<file path="config.mk">
export PLATFORM = sky130hd
export DESIGN_NAME = oled_mode_switcher
export DESIGN_NICKNAME = d
export VERILOG_FILES = /design/src/rtl/oled_mode_switcher.sv
export SDC_FILE = /design/constraint.sdc
export NUM_CORES = 1
export LEC_CHECK = 0
export CAP_MARGIN = 20
export CORE_MARGIN = 2
export CORE_UTILIZATION = 60
export CTS_CLUSTER_DIAMETER = 30
export DETAILED_ROUTE_END_ITERATION = 7
export PLACE_DENSITY = 0.86
export SLEW_MARGIN = 20
export SYNTH_ARGS = -nofsm -noshare
export SYNTH_HDL_FRONTEND = slang
export SYNTH_SLANG_ARGS = --single-unit
</file>
<file path="constraint.sdc">
create_clock -name clk -period 5.2 [get_ports clk]
set_input_delay 0.78 -clock clk [delete_from_list [all_inputs] [get_ports clk]]
set_output_delay 0.78 -clock clk [all_outputs]
set_load 0.01 [all_outputs]
</file>
<file path="src/rtl/oled_mode_switcher.sv">
// oled_mode_switcher: hands the OLED I2C pins to one page generator at a time, switching only between transactions
module oled_mode_switcher #(
    parameter int          N_CH       = 3,
    parameter int          MODE_W     = 2,
    parameter logic [3:0]  IDLE_CODE  = 4'd0,
    parameter int          GAP_CYCLES = 16,
    parameter int          TIMEOUT    = 1000000
) (
    input  logic                clk,
    input  logic                rst,
    input  logic [MODE_W-1:0]   mode_req,
    input  logic                trig_in,
    output logic [N_CH-1:0]     ch_trig,
    output logic [N_CH-1:0]     ch_en,
    input  logic [N_CH-1:0]     ch_sda_o,
    input  logic [N_CH-1:0]     ch_sda_t,
    input  logic [N_CH-1:0]     ch_scl_t,
    output logic [N_CH-1:0]     ch_sda_i,
    input  logic [N_CH-1:0]     ch_done_send_data,
    input  logic [N_CH-1:0]     ch_done_init,
    input  logic [4*N_CH-1:0]   ch_state_i2c,
    output logic                sda_o,
    output logic                sda_t,
    output logic                scl_t,
    input  logic                sda_i,
    output logic                done_send_data,
    output logic                done_init,
    output logic [3:0]          state_i2c,
    output logic [MODE_W-1:0]   active_mode,
    output logic                busy,
    output logic                abort_pulse
);

    typedef enum logic [1:0] {ACTIVE, DRAIN, GAP, START} state_t;

    localparam logic [N_CH-1:0]  ONE      = {{(N_CH-1){1'b0}}, 1'b1};
    localparam logic [MODE_W:0]  N_LIM    = (MODE_W+1)'(N_CH);
    localparam logic [31:0]      GAP_LAST = 32'(GAP_CYCLES - 1);
    localparam logic [31:0]      TO_LAST  = 32'(TIMEOUT - 1);

    state_t              state, state_next;
    logic [MODE_W-1:0]   active, active_next, target, target_next;
    logic [31:0]         gap_cnt, gap_next, to_cnt, to_next;
    logic                abort_next;
    logic                req_ok, bus_idle, in_gap;
    logic [N_CH-1:0]     sel;

    assign req_ok   = {1'b0, mode_req} < N_LIM;
    assign sel      = ONE << active;
    assign in_gap   = state == GAP;
    assign bus_idle = ch_state_i2c[{active, 2'b00} +: 4] == IDLE_CODE && ch_scl_t[active] && ch_sda_t[active];

    // Output mux: owner drives the pins except during the guard gap, where the bus is forced released
    always_comb begin
        sda_o          = in_gap | ch_sda_o[active];
        sda_t          = in_gap | ch_sda_t[active];
        scl_t          = in_gap | ch_scl_t[active];
        done_send_data = !in_gap && ch_done_send_data[active];
        done_init      = !in_gap && ch_done_init[active];
        state_i2c      = in_gap ? IDLE_CODE : ch_state_i2c[{active, 2'b00} +: 4];
        ch_trig        = (state == START || (state == ACTIVE && trig_in)) ? sel : '0;
        ch_sda_i       = sda_i ? '1 : ~sel;
        busy           = state != ACTIVE;
        active_mode    = active;
    end

    // Next-state: drain the owner's transfer, release the bus for a gap, then redraw on the new owner
    always_comb begin
        state_next  = state;
        active_next = active;
        target_next = target;
        gap_next    = gap_cnt;
        to_next     = to_cnt;
        abort_next  = 1'b0;
        case (state)
            ACTIVE: if (req_ok && mode_req != active) begin
                target_next = mode_req;
                state_next  = DRAIN;
                to_next     = '0;
            end
            DRAIN: begin
                if (req_ok) target_next = mode_req;
                if (req_ok && mode_req == active) begin
                    state_next = ACTIVE;
                end else if (bus_idle) begin
                    state_next = GAP;
                    gap_next   = '0;
                end else if (to_cnt == TO_LAST) begin
                    state_next = GAP;
                    gap_next   = '0;
                    abort_next = 1'b1;
                end else begin
                    to_next = to_cnt + 32'd1;
                end
            end
            GAP: if (gap_cnt == GAP_LAST) begin
                state_next  = START;
                active_next = target;
            end else begin
                gap_next = gap_cnt + 32'd1;
            end
            default: state_next = ACTIVE;
        endcase
    end

    // State register; enable is precomputed from next state so it is never multi-hot
    always_ff @(posedge clk or negedge rst) begin
        if (!rst) begin
            state       <= ACTIVE;
            active      <= '0;
            target      <= '0;
            gap_cnt     <= '0;
            to_cnt      <= '0;
            ch_en       <= ONE;
            abort_pulse <= 1'b0;
        end else begin
            state       <= state_next;
            active      <= active_next;
            target      <= target_next;
            gap_cnt     <= gap_next;
            to_cnt      <= to_next;
            ch_en       <= (state_next == GAP) ? '0 : ONE << active_next;
            abort_pulse <= abort_next;
        end
    end

endmodule

</file>
# ---- Word-level counts from Yosys, hierarchy flattened
# Index checks and enable logic that the tools add are counted.
dict set report op_classes {
  eq_ne 15
  reduce_logical 17
  shift 3
  n_mux 39
  n_bitwise 4
  n_addsub 2
  magnitude_cmp 2
}
# operator count
set op_table {}
lappend op_table {{two-way mux 32 bit} 8}
lappend op_table {{case mux 32 bit (2 select lines)} 2}
lappend op_table {{adder 32 x 1 -> 32 bit (second input constant)} 2}
lappend op_table {{equality test 32 x 20 -> 1 bit (second input constant)} 1}
lappend op_table {{equality test 32 x 4 -> 1 bit (second input constant)} 1}
lappend op_table {{two-way mux 2 bit} 9}
lappend op_table {{variable part select 12 x 5 -> 4 bit} 1}
lappend op_table {{binary-select mux 1 bit (select 2 bit)} 5}
lappend op_table {{inequality test 2 bit (second input constant)} 5}
lappend op_table {{two-way mux 1 bit} 9}
lappend op_table {{two-way mux 3 bit} 3}
lappend op_table {{logical AND 1 bit} 7}
lappend op_table {{equality test 2 bit (second input constant)} 3}
lappend op_table {{case mux 2 bit (3 select lines)} 1}
lappend op_table {{nonzero test 2 bit} 3}
lappend op_table {{left shift 1 x 2 -> 3 bit (first input constant)} 2}
lappend op_table {{AND reduction 5 bit} 1}
lappend op_table {{logical NOT 4 bit} 1}
lappend op_table {{two-way mux 4 bit} 1}
lappend op_table {{case mux 2 bit (2 select lines)} 1}
lappend op_table {{AND reduction 4 bit} 1}
lappend op_table {{< comparator 2 x 3 -> 1 bit (second input constant)} 1}
lappend op_table {{inequality test 3 bit (second input constant)} 1}
lappend op_table {{NOT 3 bit} 1}
lappend op_table {{other kinds (10)} 12}
dict set report word_totals {
  out_inout_bits 22
  reg_bits 74
}

# ---- Logic depth before layout (Yosys ltp)
dict set report logic_depth {
  depth_word 9
  ltp_mapped 10
  depth_no_buf 8
}

# ---- Worst setup path after synthesis
# Ideal clock, no wire load.
dict set report synth_timing {
  path_type {in2reg}
  start {input mode_req[1]}
  end {register to_cnt[19]}
  path_stages 8
  setup_ns 0.078
  arrival_ns 2.375
  setup_slack_ns 2.747
  required_time_ns 5.122
  path_cell_list {clkbuf_1 xor2_1 nor3_1 a211oi_2 o21ai_2 buf_6 or3_1 a21oi_1}
}
dict set report synth_between {
  elab_chain_len 4
  word_cells_on_any_way 8
}
# item line
set synth_lines {}
lappend synth_lines {{start, declared} 11} ;# input logic [MODE_W-1:0] mode_req,
lappend synth_lines {{< comparator 2 bit, or another cell as far along} 48} ;# assign req_ok = {1'b0, mode_req} < N_LIM;
lappend synth_lines {{logical AND 1 bit, on equally long branches} {83, 76}}
lappend synth_lines {{inequality test 2 bit (no source line) / inequality test 2 x 1 -> 1 bit (equally long branches)} -}
lappend synth_lines {{AND reduction 5 bit (no source line) (*)} -}
lappend synth_lines {{end signal, assigned} 121} ;# to_cnt <= to_next;
lappend synth_lines {{end, declared} 43} ;# logic [31:0] gap_cnt, gap_next, to_cnt, to_next;
# Every way passes the cells marked *; elsewhere a longest branch is shown, timed or not.
# A chain may end at the register's enable or synchronous reset.

# ---- Worst setup path in the final report
dict set report layout_timing {
  start {register active[1] (netlist: active_mode[1])}
  end {output state_i2c[0]}
}
dict set report layout_between {
  elab_chain_len 2
}
# item line
set layout_lines {}
lappend layout_lines {{start, declared} 42} ;# logic [MODE_W-1:0] active, active_next, target, target_next;
lappend layout_lines {{start signal, assigned} 118} ;# active <= active_next;
lappend layout_lines {{variable part select 12 x 5 -> 4 bit} 60} ;# state_i2c = in_gap ? IDLE_CODE : ch_state_i2c[{active, 2'b00} +: 4];
lappend layout_lines {{two-way mux 4 bit} 60}
lappend layout_lines {{end, declared} 28} ;# output logic [3:0] state_i2c,
# No other way between the ends.

==> results.toml <==
[cells_and_area]
antenna_cells = 0
fin_nets = 550
area_delta_synth_final_pct = 17.4
fillers = 516
drive_above_1_share_pct = 7.69

[critical_path]
critical_path_arrival_ps = 2470
critical_path.top_delay_family = "simple AND/OR/NAND/NOR gates"
crit_chain = "nor2b_2 > o2bb2ai_1 > and2_1 > clkdlybuf4s50_1"
startpoint_type = "register"
worst_path_max_delay_cell = "dfrtp_1"
critPathKind = "register to output pin"
cp.required_ps = 4420
cp-end-kind = "output pin"
max_stage_delay_ps = 660
cp.buffers_inverters = 1
crit_fanout = 17

[yosys]
synth_area_leader_cell = "dfrtp_1"
yosys.area.top_type_share_pct = 42.9
avgSynthCellArea_um2 = 9.10
syn_area_mm2 = 0.00426
yosys.area_share.simple_pct = 27.9
ys_types = 60
synth_ff_type = "dfrtp_1"
synth_top_family_by_area = "simple AND/OR/NAND/NOR gates"
ys_warn_count = 0
synth_fa_ha_area_share_pct = 0.587
ys_seq_area_share_pct = 43.5
synth-async-reset-ratio_pct = 100
syn_inst = 468
ys_ff_latch = 74
synthMuxAreaShare_pct = 3.08
synth_edf_count = 0
yosys-top-cells-area = "dfrtp_1 43%, xor2_1 6.8%, nor2_1 6.2%, xnor2_1 3.5%, nand3_1 3.4%"
syn_nets = 503
synth_xor_area_share_pct = 10.3
synth-compound-area-share_pct = 11.0

[cts]
root_buffer = "clkbuf_8"
postCtsSetupBuffers = 0
h-tree-depth = 3
clock-sinks = 74
cts_max_path_buffers = 2
tritoncts = "built"
clkSlewWorstSetupHoldPaths_ps = 70
clk_latency_ps = 360
cts_resized = 0
ctsHoldBuffers = 0
numCtsBuffers = 9

[route]
viasPerCell = 5.94
final_antenna_net_count = 0
detail_route.wl_per_cell_um = 15.6
post-route-drc-count = 0
drt-initial-drc-count = 294
num_vias = 3658
wirelength_mm = 9.60
dr.pass1.iters = 6

[grt]
grt-ovfl-total = 0
antenna_found_initial = 0
grt_pass1_vias = 3363
grt_max_degree = 75
grtUsageTotal_pct = 26.1
grt_pass1_wl_mm = 15.9

[timing]
fmax_mhz = 308
whs_ps = 513
maxSlewHeadroom_pct = 28.9
rsz0062_at_grt = "false"
tns_ps = 0
finalCriticalPeriod_ps = 3250
fin_crit_sh_pct = 62.5
fin_skew_ps = 14.5
report.final.slew_viol_count = 0
setup_slack_ps = 1950
worstMarginPinSlew_ps = 1070
setup_violations = 0
hold_viol = 0

[run]
cap_viol_max_count = 0

[die]
die_h_um = 88.3
die-area_mm2 = 0.00779
start_util_pct = 62.4
die_w_um = 88.3
ios = 55
rows = 30
design.core.area_mm2 = 0.00683

[power]
power_density_mw_per_mm2 = 295
power.total_w = 0.00147
power.leakage_nw = 2.01
ir_drop_v = 0.000213

[run_status]
run_status = "completed"

[placed_design]
place_congestion = 0.889
post-place-ws_ps = 1920
post-dp-hpwl_mm = 6.79
portBuffers = 54

[worst_hold_path]
min_path_type = "register to register"
final timing paths:
kind                       cells past startpoint            to           start  slack [ps]
max                                            4  state_i2c[0]  active_mode[1]        1950
min                                            2     target[0]       target[0]         510
max reg2reg                                    7    to_cnt[26]  active_mode[1]        2280
min reg2reg                                    2     target[0]       target[0]         510
max in group asynchronous                      2   gap_cnt[27]             rst        3980
min in group asynchronous                      2    to_cnt[15]             rst         620
cell usage after synthesis (4+ instances only):
cell	number
clkbuf_1	13
nor2_1	70
nand2_1	35
nor3_1	9
and4_1	4
mux2i_1	6
nor4_1	8
dfrtp_1	73
o21ai_0	11
and3_1	12
a21oi_1	28
buf_2	4
nand3_1	29
nor2b_1	4
or3_1	12
inv_1	12
xor2_1	33
and2_1	10
nand4_1	18
a22oi_1	5
xnor2_1	17
metrics by stage:
step	cell area, um2	cells	util (%)
after global placement	4820	600	70.6
after global routing	5000	616	73.2
after floorplan	4260	468	-
after detailed placement	4820	600	70.6
after CTS	5000	616	73.2
final	5000	616	73.2
layer usage:
metal | vias to the layer above | GRT usage, % | wire (um)
met5 | - | 0 | 0
met4 | 0 | 6.89 | 120
met3 | 10 | 7.09 | 833
met2 | 159 | 41.1 | 4410
met1 | 1742 | 36.2 | 4240
li1 | 1747 | - | -
placed cells by master (no fill, tap or decap), types with 10 or more instances in the layout:
master | synthesis | layout
xnor2_1 | 17 | 17
nand3_1 | 29 | 29
nand4_1 | 18 | 18
nor2_1 | 70 | 70
dfrtp_1 | 73 | 73
xor2_1 | 33 | 33
a21oi_1 | 28 | 28
and3_1 | 12 | 12
or3_1 | 12 | 12
inv_1 | 12 | 12
clkdlybuf4s50_1 | 0 | 53
o21ai_0 | 11 | 11
nand2_1 | 35 | 35
and2_1 | 10 | 10
state kept, by name, summed over array words and instances, names as in the netlist:
name         count
gap_cnt         32
to_cnt          32
ch_en            3
active_mode      2
state            2
target           2
abort_pulse      1
power breakdown:
part / switching (W) / internal, W
Clock: 0.000226 / 0.000176
Combinational: 0.000166 / 0.000137
Sequential: 0.000102 / 0.000666
Total: 0.000494 / 0.000980
final cells by class:
class	count	area, um2	area share (%)
clock buffers	9	124	2.48
inverters	12	45.0	0.901
well taps	96	120	2.40
repair buffers	57	558	11.2
multi-input cells	361	2250	45.0
flip-flops and latches	74	1850	37.1
clock inverters	7	50.0	1.00
worst reg2reg max path, cell delays in order (launching register included):
cell	delay, ps
dfrtp_1	660
nor2b_2	570
o2bb2ai_1	200
and4bb_4	290
a21oi_2	320
o2111ai_1	280
or3_1	390
a21oi_1	140
logic make-up (layout without fill, tap and decap cells):
logic type	Yosys count	count (layout)
AO/OA/AOI/OAI	70	70
buffers and inverters	33	85
flip-flops	74	74
multiplexers	12	12
XOR/XNOR	50	50
adder cells (fa/ha/maj)	2	2
AND/OR/NAND/NOR	227	227
Power figures use the tool's default switching activity.
